<file path="src/rtl/muldiv_seq_pkg.sv">
// Shared definitions for the iterative RV32M multiply/divide sequencer:
// operand width, RV32M funct3 op codes, FSM state encoding and sign helpers.
package muldiv_seq_pkg;

  localparam int unsigned XLEN = 32;

  localparam logic [2:0] MD_MUL    = 3'b000;
  localparam logic [2:0] MD_MULH   = 3'b001;
  localparam logic [2:0] MD_MULHSU = 3'b010;
  localparam logic [2:0] MD_MULHU  = 3'b011;
  localparam logic [2:0] MD_DIV    = 3'b100;
  localparam logic [2:0] MD_DIVU   = 3'b101;
  localparam logic [2:0] MD_REM    = 3'b110;
  localparam logic [2:0] MD_REMU   = 3'b111;

  typedef logic [2:0] md_state_t;

  localparam md_state_t ST_IDLE = 3'd0;
  localparam md_state_t ST_PREP = 3'd1;
  localparam md_state_t ST_CALC = 3'd2;
  localparam md_state_t ST_FIX  = 3'd3;
  localparam md_state_t ST_DONE = 3'd4;

  function automatic logic src1_signed(input logic [2:0] op);
    return (op == MD_MULH) || (op == MD_MULHSU) || (op == MD_DIV) || (op == MD_REM);
  endfunction

  function automatic logic src2_signed(input logic [2:0] op);
    return (op == MD_MULH) || (op == MD_DIV) || (op == MD_REM);
  endfunction

endpackage

</file>
<file path="src/rtl/muldiv_step.sv">
// One iteration of the datapath: 33-bit conditional add for multiply, or a
// restoring trial subtract for divide that also yields the quotient bit.
module muldiv_step
  import muldiv_seq_pkg::*;
(
  input  logic            i_div,
  input  logic            i_add_en,
  input  logic [XLEN:0]   i_acc,
  input  logic [XLEN-1:0] i_opnd,
  output logic [XLEN:0]   o_acc,
  output logic            o_qbit
);

  logic [XLEN+1:0] w_diff;
  logic            w_fits;

  always_comb begin
    // Extra top bit acts as the borrow of the trial subtraction.
    w_diff = {1'b0, i_acc} - {2'b00, i_opnd};
    w_fits = ~w_diff[XLEN+1];
    o_qbit = 1'b0;
    o_acc  = i_acc;
    if (i_div) begin
      o_qbit = w_fits;
      if (w_fits) begin
        o_acc = w_diff[XLEN:0];
      end
    end else if (i_add_en) begin
      o_acc = i_acc + {1'b0, i_opnd};
    end
  end

endmodule

</file>
<file path="src/rtl/muldiv_seq.sv">
// RV32M multiply/divide sequencer: valid/ready request, 32-step iterative
// loop, sign fix-up, valid/ready response. 35-cycle latency, 2 for div-by-zero.
module muldiv_seq
  import muldiv_seq_pkg::*;
(
  input  logic            clk,
  input  logic            rst_n,
  input  logic            req_valid,
  output logic            req_ready,
  input  logic [2:0]      req_op,
  input  logic [XLEN-1:0] req_src1,
  input  logic [XLEN-1:0] req_src2,
  input  logic            kill,
  output logic            resp_valid,
  input  logic            resp_ready,
  output logic [XLEN-1:0] resp_data,
  output logic            busy
);

  md_state_t       r_state, w_state_nxt;
  logic [2:0]      r_op, w_op_nxt;
  logic [XLEN-1:0] r_src1, w_src1_nxt;
  logic [XLEN-1:0] r_src2, w_src2_nxt;
  logic            r_neg_q, w_neg_q_nxt;
  logic            r_neg_r, w_neg_r_nxt;
  logic [4:0]      r_cnt, w_cnt_nxt;
  logic [XLEN:0]   r_acc, w_acc_nxt;
  logic [XLEN-1:0] r_lo, w_lo_nxt;
  logic [XLEN-1:0] r_b, w_b_nxt;
  logic [XLEN-1:0] r_opnd, w_opnd_nxt;
  logic [XLEN-1:0] r_result, w_result_nxt;

  logic            w_is_div;
  logic            w_sign1, w_sign2;
  logic [XLEN-1:0] w_mag1, w_mag2;
  logic [XLEN:0]   w_step_in, w_step_out;
  logic            w_step_qbit;
  logic [2*XLEN-1:0] w_prod, w_prod_fix;
  logic [XLEN-1:0] w_quo_fix, w_rem_fix;

  assign w_is_div = r_op[2];
  assign w_sign1  = src1_signed(r_op) & r_src1[XLEN-1];
  assign w_sign2  = src2_signed(r_op) & r_src2[XLEN-1];
  assign w_mag1   = w_sign1 ? (~r_src1 + 1'b1) : r_src1;
  assign w_mag2   = w_sign2 ? (~r_src2 + 1'b1) : r_src2;

  // Divide shifts the next dividend bit into the partial remainder first.
  assign w_step_in = w_is_div ? {r_acc[XLEN-1:0], r_lo[XLEN-1]} : r_acc;

  muldiv_step u_step (
    .i_div    (w_is_div),
    .i_add_en (r_b[0]),
    .i_acc    (w_step_in),
    .i_opnd   (r_opnd),
    .o_acc    (w_step_out),
    .o_qbit   (w_step_qbit)
  );

  assign w_prod     = {r_acc[XLEN-1:0], r_lo};
  assign w_prod_fix = r_neg_q ? (~w_prod + 1'b1) : w_prod;
  assign w_quo_fix  = r_neg_q ? (~r_lo + 1'b1) : r_lo;
  assign w_rem_fix  = r_neg_r ? (~r_acc[XLEN-1:0] + 1'b1) : r_acc[XLEN-1:0];

  always_comb begin
    w_state_nxt  = r_state;
    w_op_nxt     = r_op;
    w_src1_nxt   = r_src1;
    w_src2_nxt   = r_src2;
    w_neg_q_nxt  = r_neg_q;
    w_neg_r_nxt  = r_neg_r;
    w_cnt_nxt    = r_cnt;
    w_acc_nxt    = r_acc;
    w_lo_nxt     = r_lo;
    w_b_nxt      = r_b;
    w_opnd_nxt   = r_opnd;
    w_result_nxt = r_result;

    case (r_state)
      ST_IDLE: begin
        if (req_valid) begin
          w_state_nxt = ST_PREP;
          w_op_nxt    = req_op;
          w_src1_nxt  = req_src1;
          w_src2_nxt  = req_src2;
        end
      end
      ST_PREP: begin
        w_neg_q_nxt = (r_op == MD_MULHSU) ? w_sign1 : (w_sign1 ^ w_sign2);
        w_neg_r_nxt = w_is_div & w_sign1;
        w_acc_nxt   = '0;
        w_cnt_nxt   = 5'd31;
        // Multiply: opnd = multiplicand, b = multiplier. Divide: lo = dividend, opnd = divisor.
        w_opnd_nxt  = w_is_div ? w_mag2 : w_mag1;
        w_b_nxt     = w_mag2;
        w_lo_nxt    = w_is_div ? w_mag1 : '0;
        if (w_is_div && (r_src2 == '0)) begin
          w_result_nxt = r_op[1] ? r_src1 : '1;
          w_state_nxt  = ST_DONE;
        end else begin
          w_state_nxt = ST_CALC;
        end
      end
      ST_CALC: begin
        if (w_is_div) begin
          w_acc_nxt = w_step_out;
          w_lo_nxt  = {r_lo[XLEN-2:0], w_step_qbit};
        end else begin
          w_acc_nxt = {1'b0, w_step_out[XLEN:1]};
          w_lo_nxt  = {w_step_out[0], r_lo[XLEN-1:1]};
          w_b_nxt   = {1'b0, r_b[XLEN-1:1]};
        end
        w_cnt_nxt = r_cnt - 5'd1;
        if (r_cnt == 5'd0) begin
          w_state_nxt = ST_FIX;
        end
      end
      ST_FIX: begin
        if (w_is_div) begin
          w_result_nxt = r_op[1] ? w_rem_fix : w_quo_fix;
        end else begin
          w_result_nxt = (r_op == MD_MUL) ? w_prod_fix[XLEN-1:0] : w_prod_fix[2*XLEN-1:XLEN];
        end
        w_state_nxt = ST_DONE;
      end
      ST_DONE: begin
        if (resp_ready) begin
          w_state_nxt = ST_IDLE;
        end
      end
      default: w_state_nxt = ST_IDLE;
    endcase

    // Flush wins over everything, including a response handshake.
    if (kill && (r_state != ST_IDLE)) begin
      w_state_nxt = ST_IDLE;
    end
  end

  always_ff @(posedge clk or negedge rst_n) begin
    if (!rst_n) begin
      r_state  <= ST_IDLE;
      r_op     <= '0;
      r_src1   <= '0;
      r_src2   <= '0;
      r_neg_q  <= 1'b0;
      r_neg_r  <= 1'b0;
      r_cnt    <= '0;
      r_acc    <= '0;
      r_lo     <= '0;
      r_b      <= '0;
      r_opnd   <= '0;
      r_result <= '0;
    end else begin
      r_state  <= w_state_nxt;
      r_op     <= w_op_nxt;
      r_src1   <= w_src1_nxt;
      r_src2   <= w_src2_nxt;
      r_neg_q  <= w_neg_q_nxt;
      r_neg_r  <= w_neg_r_nxt;
      r_cnt    <= w_cnt_nxt;
      r_acc    <= w_acc_nxt;
      r_lo     <= w_lo_nxt;
      r_b      <= w_b_nxt;
      r_opnd   <= w_opnd_nxt;
      r_result <= w_result_nxt;
    end
  end

  assign req_ready  = (r_state == ST_IDLE);
  assign resp_valid = (r_state == ST_DONE);
  assign busy       = (r_state != ST_IDLE);
  assign resp_data  = resp_valid ? r_result : '0;

endmodule

</file>
<file path="config.mk">
export PLATFORM = sky130hd
export DESIGN_NAME = muldiv_seq
export DESIGN_NICKNAME = d
export VERILOG_FILES = /design/src/rtl/muldiv_seq_pkg.sv /design/src/rtl/muldiv_step.sv /design/src/rtl/muldiv_seq.sv
export SDC_FILE = /design/constraint.sdc
export NUM_CORES = 1
export LEC_CHECK = 0
export ABC_CLOCK_PERIOD_IN_PS = 5320
export CAP_MARGIN = 25
export CORE_ASPECT_RATIO = 0.7
export CORE_MARGIN = 1
export CORE_UTILIZATION = 50
export DETAILED_ROUTE_END_ITERATION = 10
export DONT_BUFFER_PORTS = 1
export PLACE_DENSITY = 0.66
export SYNTH_ARGS = -nofsm -noshare
export SYNTH_HDL_FRONTEND = slang
export SYNTH_HIERARCHICAL = 1
export SYNTH_SLANG_ARGS = --single-unit
</file>
<file path="constraint.sdc">
create_clock -name clk -period 5.32 [get_ports clk]
set_input_delay 1.596 -clock clk [delete_from_list [all_inputs] [get_ports clk]]
set_output_delay 1.596 -clock clk [all_outputs]
set_load 0.05 [all_outputs]
</file>
==> flow_metrics.tcl <==
set metrics [dict create \
    outcome "finished, final reports clean" \
    pin_count 107 \
    tightest_slew_ns 0.9609 \
    maxCapViolations 0 \
    critPathTopFamily "compound AO/OA/AOI/OAI gates" \
    period_share_pct 91.10 \
    finish.utilization_pct 53.34 \
    worst_path_largest_cell_delay_ns 0.93 \
    grt_pass1_wl_microns 109400 \
    period_needed_ns 4.846 \
    finalSetupViolations 0 \
    ys_warn_count 6 \
    hp-class "reg2reg" \
    powerDensity_nw_per_um2 809.2 \
    drt-vias-per-instance 6.646 \
    drcViolationCount 0 \
    synth_fp_nets 2607 \
    synth.avg_cell_area_sq_um 8.185 \
    antenna_found_initial 5 \
    synth_cell_type_count 99 \
    synth_top_family_by_area "compound AO/OA/AOI/OAI gates" \
    cts_setup_buffers 0 \
    relSlewSlack_pct 35.69 \
    worstHoldStart "r_result[17]" \
    synthAdderAreaFrac_pct 4.543 \
    critPathMaxFanout 57 \
    grtUsageTotal_pct 34.41 \
    cp_slowest_cell "dfrtp_4" \
    cts_resized 0 \
    h-tree-depth 1 \
    leakage_nw 8.761 \
    grt_pass1_vias 17630 \
    arrival_ns 5.32 \
    clock_tree.buffer_depth 3 \
    first_pass_iters 6 \
    rsz0062_at_grt "no" \
    worstPathCellList "o21ai_0, fa_1, nor2b_1, o21ai_1, a21oi_2, o311ai_4, a21oi_2, a211o_1, or2_0, a31o_1, o21ai_1, mux2i_1, o21ai_0" \
    synthMuxAreaShare_pct 10.49 \
    syn_area_sq_um 20160 \
    crit_path_end_kind "flop" \
    synth_ff_type "dfrtp_1" \
    synth-seq-cells 238 \
    cts.sinks 238 \
    startpoint "r_op[2]" \
    peakVddDrop_uv 459.3 \
    antenna_left 0 \
    critPathBufInv 0 \
    grt-ovfl-total 0 \
    critical_path_required_ns 5.80 \
    dp.final_hpwl_microns 54900 \
    yosys.area_share.simple_pct 18.97 \
    tritoncts "done" \
    final.setup.tns_ns 0 \
    fmax_mhz 206.3 \
    vias 19100 \
    synth_compound_area_share_pct 22.50 \
    drtIter0Drc 2658 \
    cts_inserted_buffers 24 \
    synth_xor_area_share_pct 7.994 \
    gp_congestion 1.023 \
    nNetsFinal 2466 \
    diodes 0 \
    setup_slack_ns 0.4735 \
    syn2layout_area_growth_pct 5.008 \
    clock_latency_ns 0.57 \
    routedWlPerCell_microns 25.07 \
    die_w_microns 242.0 \
    cts.clk_slew.worst_paths_ns 0.07 \
    synth_edf_count 0 \
    critical_path_class "reg2reg" \
    critPathLaunchType "flop" \
    core_sq_um 39690 \
    finalHoldViolCount 0 \
    grt_max_degree 239 \
    io_buffers 0 \
    wl_microns 72050 \
    place_ws_ns 0.6853 \
    synth_cells 2463 \
    dieArea_sq_um 41140 \
    drive_above_1_share_pct 10.18 \
    die_y_microns 170 \
    cts_hold_buf 0 \
    ys_seq_area_share_pct 29.54 \
    r2r-start "r_op[2]" \
    rows 61 \
    slew_viol_final 0 \
    synth_async_sr_flop_share_pct 100.0 \
    finClkSkew_ns 0.01412 \
    nFillCells 3711 \
    initial_core_util_pct 50.80 \
    cts_root_buf "clkbuf_16" \
]
-- cell usage in the layout (no fill, tap or decap), types with 22 or more instances in the layout --
master / count
nor3_1: 54
inv_1: 84
xor2_1: 73
buf_4: 41
o211ai_1: 38
and3_1: 41
dfrtp_1: 237
o21ai_0: 176
xnor2_1: 111
mux2_2: 99
o221ai_1: 43
clkbuf_16: 24
a21oi_1: 178
nand2_1: 232
nor2_1: 194
ha_1: 70
nand2b_1: 25
mux2i_1: 100
a31oi_1: 22
o31ai_1: 45
nor2b_1: 25
nand3_1: 27
or3_1: 42
nor4_1: 33
-- final timing paths --
check / to / slack (ns) / depth (start not counted)
setup / recovery: r_acc[26] / 0.47 / 13
hold / removal: r_result[17] / 0.48 / 2
setup reg to reg: r_acc[26] / 0.47 / 13
hold reg to reg: r_result[17] / 0.48 / 2
max in group asynchronous: r_op[2] / 4.00 / 0
min in group asynchronous: r_result[21] / 0.73 / 0
-- synthesized netlist by cell type, drive strengths merged, types with 45 or more instances --
library cell / n / area share, %
xnor2: 111 / 4.8
ha: 70 / 4.3
o21ai: 198 / 4.9
a21oi: 183 / 4.6
nor2: 197 / 3.7
xor2: 73 / 3.2
o31ai: 45 / 1.7
nand2: 233 / 4.4
inv: 90 / 1.7
clkbuf: 169 / 3.2
mux2: 99 / 5.5
dfrtp: 238 / 30
nor3: 55 / 1.4
mux2i: 100 / 5.0
-- report_power, final --
group	leakage, nW	switching [W]	internal, W
combinational	5.46	0.00712	0.00409
sequential	2.90	0.00148	0.00263
clock	0.398	0.000787	0.00102
total	8.76	0.00939	0.00774
-- per-stage QoR --
step                      cell area [sq um]  cells  total power [W]  hold slack [ns]
after floorplan                       20160   2463          0.01162           0.4408
after global placement                20340   2830          0.01472           0.4650
after detailed placement              20340   2830          0.01488           0.4690
after CTS                             21170   2873          0.01672           0.4834
after global routing                  21170   2874          0.01812           0.5117
final                                 21170   2874          0.01713           0.4835
-- kinds of logic after synthesis --
| group | count (synthesis) |
|---|---|
| mux | 199 |
| flops | 238 |
| compound gates | 694 |
| fa+ha+maj | 72 |
| simple gates | 775 |
| buf+inv | 301 |
| xor+xnor | 184 |
-- flip-flops by register name, indices dropped and copies added, names as in the netlist --
register  cells
r_acc        33
r_b          32
r_lo         32
r_opnd       32
r_result     32
r_src1       32
r_src2       32
r_cnt         5
r_op          3
r_state       3
r_neg_q       1
r_neg_r       1
-- worst reg2reg max path, delay by kind of cell (launching register included) --
family	cells	cell delay (ns)
adders and majority gates	1	0.57
and+or+nand+nor	2	0.41
muxes	1	0.16
AOI/OAI and AO/OA	9	2.70
DFF	1	0.93
-- layer usage --
layer | global-route usage, % | vias up | routed length, microns
li1 | - | 8608 | -
met1 | 51.29 | 9268 | 32300
met2 | 48.43 | 1093 | 29180
met3 | 8.390 | 132 | 8244
met4 | 10.35 | 0 | 2330
met5 | 0 | - | 0
-- final cells by class --
type / count / area (sq um) / area share, %
clock inverter: 7 / 116.4 / 0.5496
clock buffer: 36 / 705.7 / 3.333
multi-input combinational: 1924 / 13030 / 61.54
tap: 535 / 669.4 / 3.162
sequential: 238 / 5959 / 28.15
timing repair buffer: 44 / 352.8 / 1.667
inverter: 90 / 337.8 / 1.596
Note: power is estimated with default switching activity, not from simulation.
